<file path="config.mk">
export PLATFORM = sky130hd
export DESIGN_NAME = pc_unit_flat
export DESIGN_NICKNAME = d
export VERILOG_FILES = /design/src/rtl/pc_unit_pkg.sv /design/src/rtl/pc_unit_if.sv /design/src/rtl/pc_unit_branch_cond_eval.sv /design/src/rtl/pc_unit.sv /design/src/flat_wrapper.sv
export SDC_FILE = /design/constraint.sdc
export NUM_CORES = 1
export LEC_CHECK = 0
export CAP_MARGIN = 5
export CORE_MARGIN = 2
export CORE_UTILIZATION = 40
export CTS_CLUSTER_SIZE = 10
export DETAILED_ROUTE_END_ITERATION = 10
export PLACE_DENSITY = 0.85
export REMOVE_ABC_BUFFERS = 1
export SYNTH_ARGS = -nofsm -noshare
export SYNTH_HDL_FRONTEND = slang
export SYNTH_SLANG_ARGS = --single-unit
</file>
<file path="constraint.sdc">
create_clock -name clk -period 2.1 [get_ports clk]
set_input_delay 0.42 -clock clk [delete_from_list [all_inputs] [get_ports clk]]
set_output_delay 0.42 -clock clk [all_outputs]
set_load 0.02 [all_outputs]
</file>
<file path="src/rtl/pc_unit_pkg.sv">
// Shared CPU definitions: branch condition codes, flag bit positions and the
// program-counter state encoding. Used by the fetch-stage PC unit and
// reusable by the execute-stage branch resolver.
package cpu_pkg;

    // Branch condition codes (ccc field)
    localparam logic [2:0] CC_NE     = 3'b000;
    localparam logic [2:0] CC_EQ     = 3'b001;
    localparam logic [2:0] CC_GT     = 3'b010;
    localparam logic [2:0] CC_LT     = 3'b011;
    localparam logic [2:0] CC_GTE    = 3'b100;
    localparam logic [2:0] CC_LTE    = 3'b101;
    localparam logic [2:0] CC_OV     = 3'b110;
    localparam logic [2:0] CC_UNCOND = 3'b111;

    // Bit positions inside the 3-bit {Z, V, N} flag vector
    localparam int FLAG_Z = 2;
    localparam int FLAG_V = 1;
    localparam int FLAG_N = 0;

    typedef enum logic {
        PC_RUN  = 1'b0,
        PC_HALT = 1'b1
    } pc_state_e;

endpackage

</file>
<file path="src/rtl/pc_unit_if.sv">
// Fetch-control bundle between the pipeline controller and the PC unit.
// master: controller side (drives stall/halt/branch info, sees PC + status).
// slave : pc_unit side.
interface pc_unit_if #(
    parameter int ADDR_W = 16,
    parameter int IMM_W  = 9
);
    logic              stall;
    logic              halt_req;
    logic              br_valid;
    logic              br_reg;
    logic [2:0]        Condition;
    logic [IMM_W-1:0]  Imm;
    logic [2:0]        Flag;
    logic [ADDR_W-1:0] Rs_data;
    logic [ADDR_W-1:0] br_pc;
    logic [ADDR_W-1:0] PC_addr;
    logic [ADDR_W-1:0] PC_plus;
    logic              taken;
    logic              flush;
    logic              halted;

    modport master (
        output stall, halt_req, br_valid, br_reg, Condition, Imm, Flag, Rs_data, br_pc,
        input  PC_addr, PC_plus, taken, flush, halted
    );

    modport slave (
        input  stall, halt_req, br_valid, br_reg, Condition, Imm, Flag, Rs_data, br_pc,
        output PC_addr, PC_plus, taken, flush, halted
    );
endinterface

</file>
<file path="src/rtl/pc_unit_branch_cond_eval.sv">
// Combinational branch condition evaluator.
// Ports: Condition (ccc code), Flag ({Z,V,N}) -> cond_met.
module branch_cond_eval
    import cpu_pkg::*;
(
    input  logic [2:0] Condition,
    input  logic [2:0] Flag,
    output logic       cond_met
);
    logic z, v, n;

    assign z = Flag[FLAG_Z];
    assign v = Flag[FLAG_V];
    assign n = Flag[FLAG_N];

    always_comb begin
        cond_met = 1'b0;
        unique case (Condition)
            CC_NE:     cond_met = ~z;
            CC_EQ:     cond_met = z;
            CC_GT:     cond_met = ~z & ~n;
            CC_LT:     cond_met = n;
            CC_GTE:    cond_met = z | (~z & ~n);
            CC_LTE:    cond_met = n | z;
            CC_OV:     cond_met = v;
            CC_UNCOND: cond_met = 1'b1;
            default:   cond_met = 1'b0;
        endcase
    end
endmodule

</file>
<file path="src/rtl/pc_unit.sv">
// Fetch-stage program-counter unit.
// Holds the PC, produces the sequential next PC, resolves B/BR redirects and
// provides stall, halt and a registered one-cycle flush pulse.
// Ports: clk, rst (async, active high), bus (pc_unit_if.slave):
//   in : stall, halt_req, br_valid, br_reg, Condition, Imm, Flag, Rs_data, br_pc
//   out: PC_addr, PC_plus, taken, flush, halted
module pc_unit
    import cpu_pkg::*;
#(
    parameter int              ADDR_W      = 16,
    parameter int              IMM_W       = 9,
    parameter int              INSTR_BYTES = 2,
    parameter logic [ADDR_W-1:0] RESET_VEC = '0
) (
    input  logic       clk,
    input  logic       rst,
    pc_unit_if.slave   bus
);
    logic [ADDR_W-1:0] pc_q, pc_d;
    logic [ADDR_W-1:0] pc_plus, imm_off, b_target, target;
    pc_state_e         state_q, state_d;
    logic              flush_q, flush_d;
    logic              cond_met, taken;

    branch_cond_eval u_cond (
        .Condition (bus.Condition),
        .Flag      (bus.Flag),
        .cond_met  (cond_met)
    );

    // Word offset -> byte offset: sign-extend and append a zero LSB.
    assign imm_off  = {{(ADDR_W-IMM_W-1){bus.Imm[IMM_W-1]}}, bus.Imm, 1'b0};
    assign pc_plus  = pc_q + ADDR_W'(INSTR_BYTES);
    // Relative to the instruction after the branch; overflow wraps silently.
    assign b_target = bus.br_pc + ADDR_W'(INSTR_BYTES) + imm_off;
    assign target   = bus.br_reg ? bus.Rs_data : b_target;

    assign taken = bus.br_valid & cond_met & (state_q == PC_RUN)
                 & ~bus.stall & ~bus.halt_req;

    always_comb begin
        pc_d    = pc_q;
        state_d = state_q;
        flush_d = 1'b0;
        unique case (state_q)
            PC_RUN: begin
                if (bus.stall) begin
                    pc_d = pc_q;
                end else if (bus.halt_req) begin
                    // PC parks on the HLT instruction itself
                    state_d = PC_HALT;
                end else if (taken) begin
                    pc_d    = target;
                    flush_d = 1'b1;
                end else begin
                    pc_d = pc_plus;
                end
            end
            PC_HALT: begin
                pc_d = pc_q;
            end
            default: state_d = PC_RUN;
        endcase
    end

    always_ff @(posedge clk or posedge rst) begin
        if (rst) begin
            pc_q    <= RESET_VEC;
            state_q <= PC_RUN;
            flush_q <= 1'b0;
        end else begin
            pc_q    <= pc_d;
            state_q <= state_d;
            flush_q <= flush_d;
        end
    end

    assign bus.PC_addr = pc_q;
    assign bus.PC_plus = pc_plus;
    assign bus.taken   = taken;
    assign bus.flush   = flush_q;
    assign bus.halted  = (state_q == PC_HALT);
endmodule

</file>
<file path="src/flat_wrapper.sv">
// flat-port wrapper written by rule: the top's interface ports become plain ports
module pc_unit_flat import cpu_pkg::*;
#(
    parameter int              ADDR_W      = 16,
    parameter int              IMM_W       = 9,
    parameter int              INSTR_BYTES = 2,
    parameter logic [ADDR_W-1:0] RESET_VEC = '0
)
  (clk, rst, bus_stall, bus_halt_req, bus_br_valid, bus_br_reg, bus_Condition, bus_Imm, bus_Flag, bus_Rs_data, bus_br_pc, bus_PC_addr, bus_PC_plus, bus_taken, bus_flush, bus_halted);
  pc_unit_if #(.ADDR_W(ADDR_W), .IMM_W(IMM_W)) bus_i ();
  input  logic clk;
  input  logic rst;
  input wire logic [$bits(bus_i.stall)-1:0] bus_stall;
  input wire logic [$bits(bus_i.halt_req)-1:0] bus_halt_req;
  input wire logic [$bits(bus_i.br_valid)-1:0] bus_br_valid;
  input wire logic [$bits(bus_i.br_reg)-1:0] bus_br_reg;
  input wire logic [$bits(bus_i.Condition)-1:0] bus_Condition;
  input wire logic [$bits(bus_i.Imm)-1:0] bus_Imm;
  input wire logic [$bits(bus_i.Flag)-1:0] bus_Flag;
  input wire logic [$bits(bus_i.Rs_data)-1:0] bus_Rs_data;
  input wire logic [$bits(bus_i.br_pc)-1:0] bus_br_pc;
  output wire logic [$bits(bus_i.PC_addr)-1:0] bus_PC_addr;
  output wire logic [$bits(bus_i.PC_plus)-1:0] bus_PC_plus;
  output wire logic [$bits(bus_i.taken)-1:0] bus_taken;
  output wire logic [$bits(bus_i.flush)-1:0] bus_flush;
  output wire logic [$bits(bus_i.halted)-1:0] bus_halted;
  assign bus_i.stall = bus_stall;
  assign bus_i.halt_req = bus_halt_req;
  assign bus_i.br_valid = bus_br_valid;
  assign bus_i.br_reg = bus_br_reg;
  assign bus_i.Condition = bus_Condition;
  assign bus_i.Imm = bus_Imm;
  assign bus_i.Flag = bus_Flag;
  assign bus_i.Rs_data = bus_Rs_data;
  assign bus_i.br_pc = bus_br_pc;
  assign bus_PC_addr = bus_i.PC_addr;
  assign bus_PC_plus = bus_i.PC_plus;
  assign bus_taken = bus_i.taken;
  assign bus_flush = bus_i.flush;
  assign bus_halted = bus_i.halted;
  pc_unit #(.ADDR_W(ADDR_W), .IMM_W(IMM_W), .INSTR_BYTES(INSTR_BYTES), .RESET_VEC(RESET_VEC)) u_core (.clk(clk), .rst(rst), .bus(bus_i));
endmodule
</file>
==> results.py <==
metrics = {
    "worst_setup_path": {
        "crit_slowest_cell": "fa_2",
        "startpoint": "bus_Imm[0]",
        "rr_worst_depth": 9,
        "r2r_start": "u_core.bus.PC_addr[1]$_DFFE_PP0P_",
        "r2r_end": "u_core.bus.PC_addr[15]$_DFFE_PP0P_",
        "critPathCapture": "u_core.bus.PC_addr[12]$_DFFE_PP0P_",
        "path_depth": 13,
        "r2r_slack_ns": -0.12,
        "crit_buf_inv": 4,
        "critPathMaxFanout": 2,
        "path_cells": "buf_2 -> inv_2 -> ha_4 -> inv_2 -> ha_4 -> fa_2 -> a211oi_4 -> o21bai_2 -> a211oi_2 -> buf_4 -> o31ai_4 -> mux2i_1 -> a21oi_1",
        "crit_family": "compound AO/OA/AOI/OAI gates",
        "worstPathArrival_ns": 2.68,
        "end_kind": "register",
        "critPathKind": "input port to register",
        "crit_required_ns": 2.24,
        "critPathLaunchType": "input port",
        "slowest_delay_ns": 0.41,
    },
    "power_and_ir_drop": {
        "switchingPower_mw": 0.900,
        "swShare": 0.416,
        "pwr-share-comb": 0.661,
        "internal_power_mw": 1.26,
        "powerDensity_mw_per_mm2": 466,
        "pwr-share-seq": 0.191,
        "max-vdd-ir-drop_v": 0.000348,
        "clkPwrFrac": 0.148,
        "power.leakage_nw": 1.97,
    },
    "drt": {
        "drt_iter0_markers": 372,
        "wirelength_um": 12700,
        "firstDrtPassIters": 5,
        "wl_per_cell_um": 23.8,
        "route.detailed.drc": 0,
        "antenna_left": 0,
        "viasPerCell": 6.42,
        "via_count": 3415,
    },
    "placement": {
        "placed_cells": 504,
        "place_hpwl_um": 5840,
        "gp_congestion": 0.866,
        "numPortBuffers": 87,
    },
    "floorplan": {
        "die_w_um": 78.5,
        "rows": 27,
        "die_h_um": 78.5,
        "coreArea_sq_mm": 0.00544,
        "ios": 88,
        "initial_utilization": 0.409,
        "die_area_sq_mm": 0.00617,
    },
    "synth": {
        "synth-main-ff-cell": "dfrtp_1",
        "syn_inst": 285,
        "synth_top_area_cell": "dfrtp_1",
        "synth_area_leaders": "dfrtp_1 (20%), ha_1 (16%), a21oi_1 (6.8%)",
        "async_reset_ff_frac": 1.00,
        "synth.distinct_cells": 49,
        "synth.avg_cell_area_sq_um": 7.80,
        "ys_warn_count": 0,
        "ys_seq_elements": 18,
        "seq_area_frac_synth": 0.203,
        "synthDominantCellAreaShare": 0.203,
        "synth-edff-count": 0,
        "synth_area_sq_mm": 0.00222,
    },
    "clock_network": {
        "htreeDepth": 1,
        "cts_buffers": 3,
        "cts_sinks": 18,
        "tritoncts": "yes",
        "cts-root-buf": "clkbuf_8",
        "ctsHoldBuffers": 0,
        "clk_pin_slew_ns": 0.10,
        "cts_max_path_buffers": 2,
        "insertion_delay_ns": 0.28,
    },
    "layout": {
        "finish.utilization": 0.853,
        "syn2layout_area_growth_pct": 109,
        "nNetsFinal": 543,
        "instances_no_fill": 532,
        "num-fill-cells": 262,
        "seq_area_sq_um": 450,
        "drive_above_1_share": 0.500,
        "antenna_cells": 0,
        "multi_input_area_sq_mm": 0.00240,
    },
    "status": {
        "violations": "setup timing",
        "status": "finished with violations",
    },
    "sta": {
        "slew_viol_final": 0,
        "setup_ws_ns": -0.442,
        "setup_viol": 20,
        "fin_hold_ws_ns": 0.474,
        "period_share": 1.21,
        "fin_crit_ns": 2.54,
        "tightest_slew_ns": 0.378,
        "fmax_mhz": 393,
        "setup_tns_ns": -3.79,
        "slew_headroom": 0.747,
        "finClkSkew_ns": 0.0176,
        "final_hold_viol_count": 0,
        "rsz0062_at_grt": "yes",
    },
    "global_routing": {
        "grt_max_degree": 28,
        "antenna_found_initial": 0,
        "grt_pass1_vias": 3280,
        "grt_first_pass_wirelength_um": 16100,
        "grt_remaining_overflow": 0,
        "grt_use_total": 0.329,
    },
    "flow_run": {
        "maxCapViolCount": 0,
    },
    "worst_hold_path": {
        "min_path_type": "input port to async pin",
    },
}
-- kinds of logic (layout without fill, tap and decap cells) --
kind of cell               after synthesis  in the layout  synth area share
adders and majority gates               29             29             0.167
buffers and inverters                   29            204            0.0535
muxes                                    6              6            0.0270
DFF                                     18             18             0.203
and+or+nand+nor                         92             92             0.203
xor gates and xnor gates                21             21            0.0828
AOI/OAI and AO/OA                       90             90             0.264
-- worst min-delay path: stages --
cell and delay, ns:
clkdlybuf4s50_1 0.40, inv_1 0.06, buf_4 0.27
-- flip-flops by register name (all words and copies together) (netlist names) --
register            count
u_core.bus.halted       1
u_core.bus.PC_addr     16
u_core.bus.flush        1
-- cells in the final DEF, fill, tap and decap left out, drive strengths merged, types with 14 or more instances in the layout --
cell type	synthesis	routed
a21oi	30	30
buf	4	113
clkdlybuf4s50	0	45
dfrtp	18	18
dlygate4sd2	0	14
ha	28	28
inv	17	17
nand2	25	25
nor2	24	24
o21ai	18	18
xnor2	17	17
-- power groups by stage --
stage / logic (mW) / clock network (mW) / registers [mW]
after floorplan: 0.396 / 0 / 0.464
after global placement: 0.924 / 0 / 0.406
after detailed placement: 0.948 / 0 / 0.409
after CTS: 1.14 / 0.289 / 0.403
after global routing: 1.48 / 0.322 / 0.413
final: 1.43 / 0.321 / 0.413
-- cells in the mapped netlist, drive strengths merged (2+ instances only) --
cell type	number
a21o	4
nor2b	2
o211ai	3
nand3	6
o31ai	6
o21a	2
or3	7
inv	17
clkbuf	8
dfrtp	18
xnor2	17
and3	3
nand2	25
a211oi	8
a211o	2
nor2	24
xor2	4
buf	4
nand4	4
nand2b	2
o21bai	3
and4	2
nor4	2
o22ai	2
ha	28
a22oi	2
a21oi	30
mux2i	6
o21ai	18
nor3	10
-- cell type report --
type	count	area share
inverter	17	0.0143
timing repair buffer	183	0.341
clock buffer	4	0.0119
tap	72	0.0194
sequential	18	0.0971
multi-input combinational	238	0.517
-- repair_timing --
item	in CTS	in global routing
resized for setup	210	66
setup endpoints to repair	30	20
setup buffers	9	16
pin swaps	61	43
-- through the flow --
step	setup WS (ns)	cell area (sq um)	total power, mW
5_1_grt	-0.471	4640	2.21
2_1_floorplan	-0.445	2170	0.860
4_1_cts	-0.170	4300	1.83
3_5_place_dp	-1.01	3670	1.36
3_3_place_gp	-0.947	3670	1.33
6_report	-0.442	4640	2.16
-- worst min-delay path by stage --
| stage | from | to | slack [ns] |
|---|---|---|---|
| after floorplan | rst | u_core.bus.PC_addr[0]$_DFFE_PP0P_ | 0.36 |
| after global placement | u_core.bus.PC_addr[0]$_DFFE_PP0P_ | u_core.bus.PC_addr[0]$_DFFE_PP0P_ | 0.49 |
| after detailed placement | u_core.bus.PC_addr[0]$_DFFE_PP0P_ | u_core.bus.PC_addr[0]$_DFFE_PP0P_ | 0.52 |
| after CTS | rst | u_core.bus.flush$_DFF_PP0_ | 0.51 |
| after global routing | rst | u_core.bus.flush$_DFF_PP0_ | 0.54 |
| final | rst | u_core.bus.PC_addr[5]$_DFFE_PP0P_ | 0.47 |
-- routing by layer --
metal | vias to the layer above | global-route usage | wire length (um)
li1 | 1401 | - | -
met4 | 0 | 0.211 | 1030
met3 | 119 | 0.0460 | 1360
met2 | 340 | 0.592 | 5970
met1 | 1555 | 0.359 | 4300
met5 | - | 0 | 0
Note: power is estimated with default switching activity, not from simulation.
